**src/rtl/traffic_pkg.sv**
```systemverilog
// traffic_pkg -- shared types and constants for the traffic phase controller.
//   phase_e    : controller phase, encoded to match the 2-bit phase output
//   LT_*       : 5-bit light codes {Red, Orange, LeftGreen, FrontGreen, RightGreen}
package traffic_pkg;

   typedef enum logic [1:0] {
      ALL_RED = 2'd0,
      GREEN   = 2'd1,
      AMBER   = 2'd2
   } phase_e;

   localparam logic [4:0] LT_RED   = 5'b10000;
   localparam logic [4:0] LT_FREE  = 5'b10100;
   localparam logic [4:0] LT_AMBER = 5'b01000;
   localparam logic [4:0] LT_GFULL = 5'b00111;
   localparam logic [4:0] LT_GPART = 5'b00110;

endpackage

```
**src/rtl/rr_pick.sv**
```systemverilog
// rr_pick -- round-robin first-set search.
// Starting at index 'start' and wrapping modulo N, returns the first index
// whose request bit is set.
//   req   in  N      request vector
//   start in  SEL_W  first index to examine (must be < N)
//   idx   out SEL_W  first requesting index found (0 when none)
//   valid out 1      at least one request bit is set
module rr_pick #(
   parameter int N     = 4,
   parameter int SEL_W = $clog2(N)
) (
   input  logic [N-1:0]     req,
   input  logic [SEL_W-1:0] start,
   output logic [SEL_W-1:0] idx,
   output logic             valid
);

   // cand[gi] is the board examined gi places after 'start'. One extra bit
   // on the sum keeps the wrap test exact for non-power-of-two N.
   logic [SEL_W-1:0] cand [N];

   genvar gi;
   generate
      for (gi = 0; gi < N; gi++) begin : g_cand
         logic [SEL_W:0] sum;
         assign sum = {1'b0, start} + (SEL_W+1)'(gi);
         assign cand[gi] = (sum >= (SEL_W+1)'(N)) ? SEL_W'(sum - (SEL_W+1)'(N))
                                                  : sum[SEL_W-1:0];
      end
   endgenerate

   // Scan from the far end so the smallest offset from 'start' wins.
   always_comb begin
      idx   = '0;
      valid = 1'b0;
      for (int i = N - 1; i >= 0; i--) begin
         if (req[cand[i]]) begin
            idx   = cand[i];
            valid = 1'b1;
         end
      end
   end

endmodule

```
**src/rtl/traffic_phase_ctrl.sv**
```systemverilog
// traffic_phase_ctrl -- N-approach traffic phase controller.
// Cycles GREEN -> AMBER -> ALL_RED round-robin over the boards, advancing only
// on tick. Emergency requests select first and can cut a green short once
// MIN_GREEN ticks have elapsed; load-priority requests are latched and steer
// the next selection but never preempt.
//   clk          in   system clock
//   reset        in   asynchronous active-low reset
//   tick         in   timing strobe
//   p            in   load-priority requests (latched sticky)
//   e            in   emergency requests (level)
//   lights       out  5 bits per board, board k at [5k+4:5k]
//   active_board out  board owning the current or most recent green
//   phase        out  0=ALL_RED, 1=GREEN, 2=AMBER
//   countdown    out  ticks remaining in the phase minus 1
//   preempted    out  high through the AMBER/ALL_RED after a cut-short green
//   phase_start  out  one-clk pulse when a phase is entered
module traffic_phase_ctrl
   import traffic_pkg::*;
#(
   parameter int N_BOARDS     = 4,
   parameter int GREEN_TICKS  = 30,
   parameter int AMBER_TICKS  = 8,
   parameter int ALLRED_TICKS = 2,
   parameter int MIN_GREEN    = 10,
   parameter int FREE_LEFT    = 1,
   parameter int CNT_W        = 8,
   parameter int SEL_W        = $clog2(N_BOARDS)
) (
   input  logic                    clk,
   input  logic                    reset,
   input  logic                    tick,
   input  logic [N_BOARDS-1:0]     p,
   input  logic [N_BOARDS-1:0]     e,
   output logic [5*N_BOARDS-1:0]   lights,
   output logic [SEL_W-1:0]        active_board,
   output logic [1:0]              phase,
   output logic [CNT_W-1:0]        countdown,
   output logic                    preempted,
   output logic                    phase_start
);

   localparam logic [CNT_W-1:0] GREEN_LOAD  = CNT_W'(GREEN_TICKS - 1);
   localparam logic [CNT_W-1:0] AMBER_LOAD  = CNT_W'(AMBER_TICKS - 1);
   localparam logic [CNT_W-1:0] ALLRED_LOAD = CNT_W'(ALLRED_TICKS - 1);
   localparam logic [CNT_W-1:0] GREEN_HALF  = CNT_W'(GREEN_TICKS / 2);
   // elapsed counts completed green ticks and saturates here; a preemption
   // tick is itself the MIN_GREEN-th green tick.
   localparam logic [CNT_W-1:0] MG_LAST     = CNT_W'(MIN_GREEN - 1);
   localparam logic [4:0]       IDLE_CODE   = (FREE_LEFT != 0) ? LT_FREE : LT_RED;

   phase_e                phase_reg, phase_next;
   logic [CNT_W-1:0]      cnt_reg, cnt_next;
   logic [CNT_W-1:0]      elapsed_reg, elapsed_next;
   logic [SEL_W-1:0]      active_reg, active_next;
   logic [N_BOARDS-1:0]   pending_reg, pending_next;
   logic                  preempted_reg, preempted_next;
   logic                  start_reg, start_next;
   logic [5*N_BOARDS-1:0] lights_reg, lights_next;

   logic [N_BOARDS-1:0]   active_mask, clear_mask;
   logic [SEL_W-1:0]      succ, e_idx, p_idx, sel;
   logic                  e_valid, p_valid, e_active, e_other;
   logic                  natural_end, preempt_now;
   logic [4:0]            board_code [N_BOARDS];

   // ---------------- next-board selection ----------------
   assign succ = (active_reg == SEL_W'(N_BOARDS - 1)) ? '0 : active_reg + SEL_W'(1);

   always_comb begin
      e_idx   = '0;
      e_valid = 1'b0;
      for (int i = N_BOARDS - 1; i >= 0; i--) begin
         if (e[i]) begin
            e_idx   = SEL_W'(i);
            e_valid = 1'b1;
         end
      end
   end

   rr_pick #(.N(N_BOARDS), .SEL_W(SEL_W)) u_pick (
      .req   (pending_reg),
      .start (succ),
      .idx   (p_idx),
      .valid (p_valid)
   );

   assign sel = e_valid ? e_idx : (p_valid ? p_idx : succ);

   assign active_mask = N_BOARDS'(1) << active_reg;
   assign e_active    = |(e & active_mask);
   assign e_other     = |(e & ~active_mask);
   assign natural_end = (cnt_reg == '0) && !e_active;
   assign preempt_now = e_other && (elapsed_reg >= MG_LAST);

   // ---------------- phase sequencing ----------------
   always_comb begin
      phase_next     = phase_reg;
      cnt_next       = cnt_reg;
      elapsed_next   = elapsed_reg;
      active_next    = active_reg;
      preempted_next = preempted_reg;
      start_next     = 1'b0;
      clear_mask     = '0;
      if (tick) begin
         case (phase_reg)
            ALL_RED: begin
               if (cnt_reg == '0) begin
                  phase_next     = GREEN;
                  cnt_next       = GREEN_LOAD;
                  elapsed_next   = '0;
                  active_next    = sel;
                  preempted_next = 1'b0;
                  start_next     = 1'b1;
                  clear_mask     = N_BOARDS'(1) << sel;
               end else begin
                  cnt_next = cnt_reg - CNT_W'(1);
               end
            end
            GREEN: begin
               if (natural_end || preempt_now) begin
                  phase_next     = AMBER;
                  cnt_next       = AMBER_LOAD;
                  preempted_next = preempt_now && !natural_end;
                  start_next     = 1'b1;
               end else begin
                  // At countdown 0 the green is held by its own emergency.
                  if (cnt_reg != '0)
                     cnt_next = cnt_reg - CNT_W'(1);
                  if (elapsed_reg < MG_LAST)
                     elapsed_next = elapsed_reg + CNT_W'(1);
               end
            end
            AMBER: begin
               if (cnt_reg == '0) begin
                  phase_next = ALL_RED;
                  cnt_next   = ALLRED_LOAD;
                  start_next = 1'b1;
               end else begin
                  cnt_next = cnt_reg - CNT_W'(1);
               end
            end
            default: begin
               phase_next = ALL_RED;
               cnt_next   = '0;
            end
         endcase
      end
   end

   // p is sampled every clock; the newly served board's clear beats a
   // same-cycle set only for that board.
   assign pending_next = (pending_reg | p) & ~clear_mask;

   // ---------------- light codes (from next state, so registered in step) ----
   genvar gi;
   generate
      for (gi = 0; gi < N_BOARDS; gi++) begin : g_light
         assign board_code[gi] =
            (phase_next == ALL_RED)          ? LT_RED    :
            (active_next != SEL_W'(gi))      ? IDLE_CODE :
            (phase_next == AMBER)            ? LT_AMBER  :
            (cnt_next >= GREEN_HALF)         ? LT_GFULL  : LT_GPART;
      end
   endgenerate

   always_comb begin
      lights_next = '0;
      for (int k = 0; k < N_BOARDS; k++)
         lights_next[5*k +: 5] = board_code[k];
   end

   // ---------------- state registers ----------------
   always_ff @(posedge clk or negedge reset) begin
      if (!reset) begin
         phase_reg     <= ALL_RED;
         cnt_reg       <= '0;
         elapsed_reg   <= '0;
         active_reg    <= SEL_W'(N_BOARDS - 1);
         pending_reg   <= '0;
         preempted_reg <= 1'b0;
         start_reg     <= 1'b0;
         lights_reg    <= {N_BOARDS{LT_RED}};
      end else begin
         phase_reg     <= phase_next;
         cnt_reg       <= cnt_next;
         elapsed_reg   <= elapsed_next;
         active_reg    <= active_next;
         pending_reg   <= pending_next;
         preempted_reg <= preempted_next;
         start_reg     <= start_next;
         lights_reg    <= lights_next;
      end
   end

   assign lights       = lights_reg;
   assign active_board = active_reg;
   assign phase        = phase_reg;
   assign countdown    = cnt_reg;
   assign preempted    = preempted_reg;
   assign phase_start  = start_reg;

endmodule

```
**config.mk**
```make
export PLATFORM = sky130hd
export DESIGN_NAME = traffic_phase_ctrl
export DESIGN_NICKNAME = d
export VERILOG_FILES = /design/src/rtl/traffic_pkg.sv /design/src/rtl/rr_pick.sv /design/src/rtl/traffic_phase_ctrl.sv
export SDC_FILE = /design/constraint.sdc
export NUM_CORES = 1
export LEC_CHECK = 0
export ABC_AREA = 1
export BUFFER_PORTS_ARGS = -buffer_cell sky130_fd_sc_hd__buf_4
export CAP_MARGIN = 20
export CORE_UTILIZATION = 55
export CTS_BUF_LIST = sky130_fd_sc_hd__clkbuf_2 sky130_fd_sc_hd__clkbuf_4 sky130_fd_sc_hd__clkbuf_8
export DETAILED_ROUTE_END_ITERATION = 7
export HOLD_SLACK_MARGIN = 0.15
export PLACE_DENSITY = 0.78
export RECOVER_POWER = 50
export SYNTH_ARGS = -nofsm -noshare
export SYNTH_HDL_FRONTEND = slang
export SYNTH_HIERARCHICAL = 1
export SYNTH_SLANG_ARGS = --single-unit
```
**constraint.sdc**
```tcl
create_clock -name clk -period 3.3 [get_ports clk]
set_input_delay 0.66 -clock clk [delete_from_list [all_inputs] [get_ports clk]]
set_output_delay 0.66 -clock clk [all_outputs]
set_load 0.01 [all_outputs]
```
==> metrics.md, run 1 <==
| Metric | Value |
|---|---|
| Outcome | `finished with violations` |
| Failing checks | `max-capacitance violations, max-slew violations` |
| ANT cells | `0` |
| Layout net count | `about 400` |
| #FFs+latches synth | `46` |
| First-pass GRT wire length | `8630 um` |
| Finish-stage setup viols | `0` |
| Seq/Total Area, Yosys | `between 40 and 50%` |
| WP buf/inv | `5` |
| Height of the die | `71.8 um` |
| Crit path time final | `2930 ps` |
| Startpoint types | `register` |
| Most instantiated library cell after synthesis | `nand2_1` |
| Maximum clock path buffer count | `2` |
| Die ar. | `5160 um^2` |
| Filler Cell Count | `428` |
| Worst VDD drop | `0.489 mV` |
| Yosys cell types | `33` |
| Max Fanout on Critical Path | `6` |
| Cts hold-fix bufs | `0` |
| # rows | `25` |
| TNS Setup | `0 ps` |
| Placed wire-length estimate | `~3900 um` |
| Max_slew headroom | `-57.1%` |
| CTS Buf Count | `5` |
| Area contributors post-synth | `dfrtp_1 (37%), nand2_1 (10%), dfstp_2 (5.9%)` |
| Share of power burned in registers | `31.8%` |
| Detailed Route Iter0 Violations | `42` |
| Finished Core Util | `65.5%` |
| Clk sinks | `46` |
| Worst-margin pin slew | `2360 ps` |
| Fmax | `0.342 GHz` |
| First-pass iteration count of the detailed router | `4` |
| Ys async rst share | `100%` |
| Crit path max-delay cell type | `dfstp_2` |
| Cell Chain, Critical Path | `inv_1 -> ha_1 -> inv_2 -> nand2_1 -> nand2_2 -> inv_2 -> nand2_2 -> nand3_1 -> nand2_1 -> nand2_1 -> nand2_1 -> nand2_1 -> nand2_1 -> a22oi_1 -> nor2_4 -> a21oi_4 -> inv_4 -> nor2_2 -> inv_2 -> nor2_4 -> nor2_1` |
| Area growth from synthesis to layout | `14.7%` |
| Post-Syn Nets | `347` |
| Die W | `71.8 um` |
| Routability cong. | `about 0.8` |
| Maxcap violations | `1` |
| Vias | `2096` |
| Final Instance Area | `3070 um^2` |
| Clock-pin slew on the worst setup and hold paths | `90 ps` |
| Largest net degree at the start of global routing | `47` |
| Final hold violations | `0` |
| Number of global-route vias before repair | `2012` |
| Root Driver | `clkbuf_8` |
| Yosys warning count | `6` |
| Switch share | `47.6%` |
| Post-Syn Area | `2680 um^2` |
| Critical Path Stages | `21` |
| Post-route DRC | `0` |
| Postcts setup bufs | `0` |
| Crit path largest cell delay | `620 ps` |
| Core area | `4690 um^2` |
| TritonCTS clock tree | `built` |
| Max-slew violation count | `47` |
| Main flop type after synthesis | `dfrtp_1` |
| Lkg Pwr | `0.00164 uW` |
| Internal power | `1500 uW` |
| Gate power share | `55.8%` |
| Hold Crit Class | `register to register` |
| Final setup skew | `~5.5 ps` |
| Final ANT Viol Nets | `0` |
| # port buffers | `44` |
| CP most frequent cell | `nand2_1` |
| EDFF count, synth | `0` |
| Clk_lat worst skew | `300 ps` |
| Worst path arrival time | `3130 ps` |
| Wire per inst | `11.7 um` |
| PostCTS Resize Cnt | `0` |
| Layout cell share with drive strength beyond 1 | `27.7%` |
| Clock share of power | `approximately an eighth` |
| Worst reg2reg path depth | `21` |
| Total track usage | `between 20% and 30%` |
| Power per Cell Area | `slightly above 900 nW/um^2` |
| Hold Path Depth | `2` |
| Post-synth top area share | `a little under two fifths` |
| Cell family with most CP delay | `simple AND/OR/NAND/NOR gates` |
| Grt ovf | `0` |
| Sw power | `1360 uW` |
| Critical path endpoint category | `register` |
| Yosys top cell by area | `dfrtp_1` |
| Post-Route WL | `5020 um` |
| CP Class | `register to register` |
| H-tree depth | `2` |
| Cells after Synth | `326` |
| RSZ-0062 raised after global routing | `no` |
| Req. time, crit path | `3500 ps` |
| IO Pins | `45` |
| Part of the cycle the worst path needs | `roughly 89%` |
| Syn Area/Cell | `slightly above 8 um^2` |
| Initial core utilization | `57.1%` |
| Initial antenna violation count | `0` |
| Placed Area | `3050 um^2` |
| Vias/cell | `~4.9` |
| Post-synth top cells | `nand2_1 (73), inv_1 (41), dfrtp_1 (40)` |
| Max FFs per register | `20` |
==> power by group through the flow <==
stage / registers (uW) / logic, uW / clock network, uW
floorplan: 964 / 1170 / 0
global placement: 920 / 1600 / 0
detailed placement: 920 / 1650 / 0
CTS: 911 / 1660 / 364
global route: 931 / 1800 / 378
finish: 909 / 1590 / 354
==> layout make-up <==
class,count,area (um^2),share of cell area (%)
Multi-Input combinational cell,217,1260,40.9
Sequential cell,46,1160,37.7
Timing Repair Buffer,45,270,8.79
Inverter,59,229,7.45
Clock buffer,5,68.8,2.24
Tap cell,54,67.6,2.20
Clock inverter,3,23.8,0.773
==> metal layers <==
| layer | routed length [um] | GRT usage (%) |
|---|---|---|
| met5 | 0 | 0 |
| met4 | 82 | 6.75 |
| met3 | 182 | 3.94 |
| met2 | 2430 | 36.8 |
| met1 | 2320 | 27.5 |
==> per-stage QoR <==
stage / worst slack (ps) / cells / hold slack (ps) / power, uW
5_1_grt: 93.4 / 429 / 531 / 3110
6_report: 373 / 429 / 499 / 2860
3_5_place_dp: 376 / 421 / 482 / 2570
4_1_cts: 357 / 429 / 366 / 2930
2_1_floorplan: 627 / 326 / 364 / 2130
3_3_place_gp: 481 / 421 / 471 / 2520
==> path summary, 6_finish.rpt <==
| check | startpoint | slack, ps | to |
|---|---|---|---|
| setup reg to reg | active_board[0] | 370 | lights[2] |
| hold / removal | elapsed_reg[6] | 500 | elapsed_reg[6] |
| max in group asynchronous | reset | 900 | countdown[6] |
| min in group asynchronous | reset | 1060 | elapsed_reg[6] |
| setup / recovery | active_board[0] | 370 | lights[2] |
| hold reg to reg | elapsed_reg[6] | 500 | elapsed_reg[6] |
==> worst reg2reg max path, cell delays in order, from the launching register on <==
cell and delay [ps]:
dfstp_2 620, inv_1 90, ha_1 390, inv_2 80
nand2_1 80, nand2_2 60, inv_2 60, nand2_2 40
nand3_1 100, nand2_1 50, nand2_1 50, nand2_1 40
nand2_1 50, nand2_1 50, a22oi_1 380, nor2_4 70
a21oi_4 200, inv_4 80, nor2_2 150, inv_2 60
nor2_4 80, nor2_1 40
==> cell families after synthesis <==
group	share of synthesized area, %
flip-flops	43.2
adder cells (fa/ha/maj)	4.67
AO/OA/AOI/OAI	8.63
AND/OR/NAND/NOR	31.9
buffers and inverters	9.94
XOR/XNOR	1.63
==> cell usage in the layout, fill, tap and decap left out <==
master,synthesis,routed
a21oi_1,11,11
a21oi_2,2,2
a21oi_4,2,2
a22oi_1,1,1
a31oi_1,2,2
and2_4,1,1
buf_4,2,27
clkbuf_1,0,18
clkbuf_8,0,5
clkinv_1,1,1
clkinvlp_4,0,2
dfrtp_1,40,40
dfstp_2,6,6
ha_1,10,10
inv_1,41,41
inv_2,14,14
inv_4,3,3
inv_6,0,1
nand2_1,73,73
nand2_2,13,13
nand2_4,4,4
nand3_1,24,24
nand4_1,1,1
nand4_4,1,1
nor2_1,28,28
nor2_2,11,11
nor2_4,8,8
nor2_8,1,1
nor3_1,3,3
o211ai_1,3,3
o21ai_0,7,7
o21ai_1,1,1
o21ai_2,3,3
o21bai_1,1,1
o32a_1,1,1
xor2_1,5,5
Note: power is estimated with default switching activity, not from simulation.
==> run 2: changes to the inputs <==
PLACE_DENSITY = 0.83   (was 0.78)
==> run 2 against run 1 <==
  * The run ends with design-rule violations, max-capacitance violations, max-slew violations left
  * Fmax is 2.3% higher
  * Non-clock buffer count stayed put
  * Critical path depth stayed put
  * Clock power is 7.3% higher
  * Total power is 2.4% higher
  * Worst hold slack hardly changed
  * Clock-buffer cell count stayed put
==> metrics.md, run 2 (same netlist as run 1, synthesis figures left out) <==
| Metric | Value |
|---|---|
| WP buf/inv | `5 (unchanged)` |
| Vias/cell | `5.14 (+5.3%)` |
| Total track usage | `23.6% (+2.2 points)` |
| CTS Buf Count | `5 (unchanged)` |
| Layout cell share with drive strength beyond 1 | `28.0% (+0.27 points)` |
| Most common cell after layout, fill and taps aside | `nand2_1` |
| Final hold violations | `0 (unchanged)` |
| Number of global-route vias before repair | `2074 (+3.1%)` |
| Area growth from synthesis to layout | `15.0%` |
| Failing checks | `design-rule violations, max-capacitance violations, max-slew violations` |
| Power per Cell Area | `948 nW/um^2 (+2.0%)` |
| Max_slew headroom | `-56.4% (+0.67 points)` |
| # rows | `25 (unchanged)` |
| TritonCTS clock tree | `built` |
| ANT cells | `0 (unchanged)` |
| Clk_lat worst skew | `310 ps (about the same)` |
| Worst-margin pin slew | `2350 ps (-10.1 ps)` |
| Cell family with most CP delay | `simple AND/OR/NAND/NOR gates` |
| Req. time, crit path | `3500 ps (about the same)` |
| Max Fanout on Critical Path | `6 (unchanged)` |
| CP Class | `register to register` |
| Worst path arrival time | `3060 ps (-70 ps)` |
| Outcome | `finished with violations` |
| Detailed Route Iter0 Violations | `104 (+150%)` |
| Placed Cells | `421 (unchanged)` |
| TNS Setup | `0 ps (unchanged)` |
| Root Driver | `clkbuf_8` |
| Worst reg2reg path depth | `21 (unchanged)` |
| RSZ-0062 raised after global routing | `no` |
| Postcts setup bufs | `0 (unchanged)` |
| Crit path max-delay cell type | `dfstp_2` |
| Maxcap violations | `1 (unchanged)` |
| Critical Path Stages | `21 (unchanged)` |
| Final ANT Viol Nets | `0 (unchanged)` |
| Post-route DRC | `2 (+2)` |
| Core area | `4690 um^2 (unchanged)` |
| CP most frequent cell | `nand2_1` |
| Hold Path Depth | `2 (unchanged)` |
| Grt ovf | `0 (unchanged)` |
| Initial antenna violation count | `0 (unchanged)` |
| Worst VDD drop | `0.479 mV (-2.1%)` |
| Most frequent cells in the layout | `nand2_1 (73), inv_1 (41), dfrtp_1 (40)` |
| Finish-stage setup viols | `0 (unchanged)` |
| Lkg Pwr | `0.00165 uW (+0.63%)` |
| Finished Core Util | `65.7% (+0.21 points)` |
| Height of the die | `71.8 um (unchanged)` |
| Max FFs per register | `20 (unchanged)` |
| Clock-pin slew on the worst setup and hold paths | `100 ps (about the same)` |
| Initial core utilization | `57.1% (unchanged)` |
| Final Instance Area | `3080 um^2 (+0.33%)` |
| Hold Crit Class | `register to register` |
| Startpoint types | `register` |
| First-pass GRT wire length | `9430 um (+9.3%)` |
| Wire per inst | `12.9 um (+11%)` |
| Die ar. | `5160 um^2 (unchanged)` |
| Maximum clock path buffer count | `2 (unchanged)` |
| Part of the cycle the worst path needs | `86.7% (-2.0 points)` |
| Critical path endpoint category | `register` |
| Largest net degree at the start of global routing | `47 (unchanged)` |
| Die W | `71.8 um (unchanged)` |
| Crit path largest cell delay | `610 ps (about the same)` |
| Placed Area | `3050 um^2 (unchanged)` |
| Clk sinks | `46 (unchanged)` |
| First-pass iteration count of the detailed router | `6 (+2)` |
| Max-slew violation count | `47 (unchanged)` |
| Final setup skew | `7.47 ps (+2.01 ps)` |
| Routability cong. | `0.876 (+6.7%)` |
| Vias | `2207 (+5.3%)` |
| # port buffers | `44 (unchanged)` |
| Post-Route WL | `5550 um (+11%)` |
| H-tree depth | `2 (unchanged)` |
| Layout net count | `395 (unchanged)` |
| IO Pins | `45 (unchanged)` |
| Layout Cells excl Fill | `429 (unchanged)` |
| Placed wire-length estimate | `4170 um (+5.8%)` |
| Crit path time final | `2860 ps (-66.1 ps)` |
| Fmax | `0.350 GHz (+2.3%)` |
| Cell Chain, Critical Path | `inv_1 -> ha_1 -> inv_2 -> nand2_1 -> nand2_2 -> inv_2 -> nand2_2 -> nand3_1 -> nand2_1 -> nand2_1 -> nand2_1 -> nand2_1 -> nand2_1 -> a22oi_2 -> nor2_4 -> a21oi_4 -> inv_4 -> nor2_2 -> inv_2 -> nor2_4 -> nor2_1` |
## run 2: cell type report
type	count	area, um^2
Clock inverter	3	28.8
Clock buffer	5	68.8
Inverter	59	229
Timing Repair Buffer	45	270
Fill cell	424	1610
Tap cell	54	67.6
Sequential cell	46	1160
Multi-Input combinational cell	217	1260
## run 2: repair_timing
item	in CTS	in global routing
resized for setup	0	1
hold buffers	0	0
setup endpoints to repair	0	1
## run 2: report_power, final
group / total (uW) / leakage (uW) / switching, uW / internal (uW)
Sequential: 914 / 0.000564 / 157 / 758
Combinational: 1630 / 0.00104 / 1040 / 589
Clock: 380 / 0.0000506 / 222 / 159
## run 2: per-layer routing
metal	global-route usage, %	routed length [um]	vias up
li1	-	-	1102
met2	40.3	2890	59
met5	0	0	-
met3	4.92	214	10
met4	8.50	91	0
met1	29.6	2350	1036
## run 2: through the flow
stage,worst slack (ps),hold slack (ps),total power [uW]
3_3_place_gp,523,470,2520
5_1_grt,157,522,3180
4_1_cts,304,359,2970
2_1_floorplan,627,364,2130
6_report,439,499,2920
3_5_place_dp,346,481,2590
## run 2: path summary, 6_finish.rpt
check                                     start              to  slack [ps]
min in group asynchronous                 reset     phase_start        1040
worst min register to register   elapsed_reg[6]  elapsed_reg[6]         500
max in group asynchronous                 reset       lights[3]         920
worst min-delay path             elapsed_reg[6]  elapsed_reg[6]         500
worst max-delay path            active_board[0]       lights[2]         440
worst max register to register  active_board[0]       lights[2]         440
## run 2: worst min-delay path, stage by stage (launching register included)
cell and delay [ps]:
dfrtp_1 330, inv_1 40, nor2_1 90
==> run 3: changes to the inputs <==
clock period = 3 ns   (was 3.3 ns; I/O delays follow)
==> run 3 against run 2 <==
  * The run still ends with design-rule violations, max-capacitance violations, max-slew violations left
  * Sequential share of layout area is 0.39 points lower
  * Critical path depth did not move
  * Cell area rose by 1.1%
  * Combinational power increased by 9.8%
  * Via count shrank 2.6%
  * Register-to-register slack worse by 210 ps
  * Setup slack got worse by 210 ps
  * Clock power up 22%
  * Clock-buffer cell count unchanged
  * Die area unchanged
  * Non-clock buffer count rose by 2
  * Core utilization grew 0.69 points
  * Critical path type unchanged
==> metrics.md, run 3 (same netlist as run 1, synthesis figures left out) <==
| Metric | Value |
|---|---|
| CP most frequent cell | `nand2_1` |
| Dpl ws | `194 ps (-152 ps)` |
| ANT cells | `0 (unchanged)` |
| Vias/cell | `4.99 (-3.1%)` |
| Crit path largest cell delay | `600 ps (about the same)` |
| Cell Chain, Critical Path | `inv_1 -> ha_2 -> inv_2 -> nand2_1 -> nand2_2 -> inv_2 -> nand2_2 -> nand3_1 -> nand2_1 -> nand2_1 -> nand2_1 -> nand2_1 -> nand2_1 -> a22oi_2 -> nor2_4 -> a21oi_4 -> inv_4 -> nor2_2 -> inv_2 -> nor2_4 -> nor2_1` |
| Hold Crit Class | `register to register` |
| Worst path arrival time | `2960 ps (-100 ps)` |
| Detailed Route Iter0 Violations | `91 (-13%)` |
| Worst-margin pin slew | `2320 ps (-30.7 ps)` |
| Power per Cell Area | `1040 nW/um^2 (+10%)` |
| Max_slew headroom | `-54.4% (+2.0 points)` |
| Power Total | `3250 uW (+11%)` |
| Most common cell after layout, fill and taps aside | `nand2_1` |
| RSZ-0062 raised after global routing | `no` |
| Root Driver | `clkbuf_8` |
| Final Instance Area | `3120 um^2 (+1.1%)` |
| Filler Cell Count | `414 (-2.4%)` |
| First-pass iteration count of the detailed router | `8 (+2)` |
| Maximum clock path buffer count | `2 (unchanged)` |
| Crit path time final | `2770 ps (-93.7 ps)` |
| Placed Area | `3060 um^2 (+0.49%)` |
| Die W | `71.8 um (unchanged)` |
| CTS Buf Count | `5 (unchanged)` |
| Max FFs per register | `20 (unchanged)` |
| Height of the die | `71.8 um (unchanged)` |
| Critical path endpoint category | `register` |
| Area growth from synthesis to layout | `16.2%` |
| Fmax | `0.361 GHz (+3.4%)` |
| Part of the cycle the worst path needs | `92.2% (+5.5 points)` |
| Final hold violations | `0 (unchanged)` |
| Post-Route WL | `5230 um (-5.8%)` |
| Largest net degree at the start of global routing | `47 (unchanged)` |
| Final setup skew | `7.38 ps (-0.0828 ps)` |
| Total track usage | `21.9% (-1.6 points)` |
| Core area | `4690 um^2 (unchanged)` |
| Cts hold-fix bufs | `0 (unchanged)` |
| Outcome | `finished with violations` |
| Post-route DRC | `2 (unchanged)` |
| Crit path max-delay cell type | `dfstp_2` |
| Startpoint types | `register` |
| FF/Latch Area | `1160 um^2 (unchanged)` |
| Clock-pin slew on the worst setup and hold paths | `90 ps (about the same)` |
| Max-slew violation count | `47 (unchanged)` |
| Most frequent cells in the layout | `nand2_1 (73), inv_1 (41), dfrtp_1 (40)` |
| Initial antenna violation count | `0 (unchanged)` |
| Finished Core Util | `66.4% (+0.69 points)` |
| Clk_lat worst skew | `300 ps (about the same)` |
| TritonCTS clock tree | `built` |
| Layout cell share with drive strength beyond 1 | `28.6% (+0.65 points)` |
| Lkg Pwr | `0.00167 uW (+0.96%)` |
| Maxcap violations | `1 (unchanged)` |
| H-tree depth | `2 (unchanged)` |
| Wire per inst | `12.1 um (-6.2%)` |
| Worst VDD drop | `0.667 mV (+39%)` |
| Initial core utilization | `57.1% (unchanged)` |
| Placed wire-length estimate | `4030 um (-3.5%)` |
| Max Fanout on Critical Path | `5 (-1)` |
| # rows | `25 (unchanged)` |
| Vias | `2149 (-2.6%)` |
| TNS Setup | `0 ps (unchanged)` |
| Final ANT Viol Nets | `0 (unchanged)` |
| Final WS setup | `233 ps (-206 ps)` |
| Finish-stage setup viols | `0 (unchanged)` |
| Clk sinks | `46 (unchanged)` |
| Routability cong. | `0.832 (-5.0%)` |
| Layout net count | `397 (+0.51%)` |
| Grt ovf | `0 (unchanged)` |
| First-pass GRT wire length | `8730 um (-7.5%)` |
| Req. time, crit path | `3190 ps (-310 ps)` |
| Die ar. | `5160 um^2 (unchanged)` |
| Failing checks | `design-rule violations, max-capacitance violations, max-slew violations` |
| CP Class | `register to register` |
| Number of global-route vias before repair | `1993 (-3.9%)` |
| IO Pins | `45 (unchanged)` |
| Area of the multi-input gates | `1260 um^2 (+0.20%)` |
| # port buffers | `44 (unchanged)` |
## run 3: cell count changes in the layout (fill, tap and decap cells not counted)
cell	delta
bufinv_16	+1
clkinv_4	-1
ha_2	+1
buf_4	+2
clkinv_2	+1
inv_8	-1
ha_1	-1
## run 3: power by group
part / switching, uW / internal [uW] / total (uW)
Sequential: 167 / 834 / 1000
Clock: 216 / 250 / 465
Combinational: 1130 / 657 / 1790
Total: 1510 / 1740 / 3250
## run 3: critical path, delay by kind of cell, from the launching register on
| kind | cells | cell delay (ps) |
|---|---|---|
| adder cells (fa/ha/maj) | 1 | 390 |
| AND/OR/NAND/NOR | 13 | 910 |
| buffers and inverters | 5 | 360 |
| AO/OA/AOI/OAI | 2 | 370 |
| flip-flops | 1 | 600 |
## run 3: final timing paths
kind	start	to	slack, ps	cells after the start
max	active_board[1]	lights[2]	230	21
min	elapsed_reg[6]	elapsed_reg[6]	490	2
min reg2reg	elapsed_reg[6]	elapsed_reg[6]	490	2
max reg2reg	active_board[1]	lights[2]	230	21
max in group asynchronous	reset	phase[0]	700	1
min in group asynchronous	reset	countdown[5]	990	1
## run 3: metal layers
| metal | up-vias | wire, um | GRT usage, % |
|---|---|---|---|
| met2 | 56 | 2670 | 39.4 |
| met3 | 5 | 231 | 4.08 |
| met1 | 983 | 2290 | 27.1 |
| met5 | - | 0 | 0 |
| li1 | 1105 | - | - |
| met4 | 0 | 30 | 5.88 |
## run 3: per-stage QoR
stage	std cells	hold slack, ps
6_report	431	495
5_1_grt	431	521
4_1_cts	431	309
3_5_place_dp	423	477
3_3_place_gp	423	470
2_1_floorplan	326	304
## run 3: cell type report
| cell class | count | area share, % |
|---|---|---|
| multi-input combinational | 217 | 40.5 |
| sequential | 46 | 37.2 |
| timing repair buffer | 47 | 9.15 |
| inverter | 59 | 7.35 |
| clock buffer | 5 | 2.21 |
| tap | 54 | 2.17 |
| clock inverter | 3 | 1.41 |
## run 3: timing repair
| item | 4_1_cts | 5_1_grt |
|---|---|---|
| buffers inserted | 0 | 0 |
| gates resized for setup | 0 | 2 |
| setup endpoints to repair | 0 | 8 |
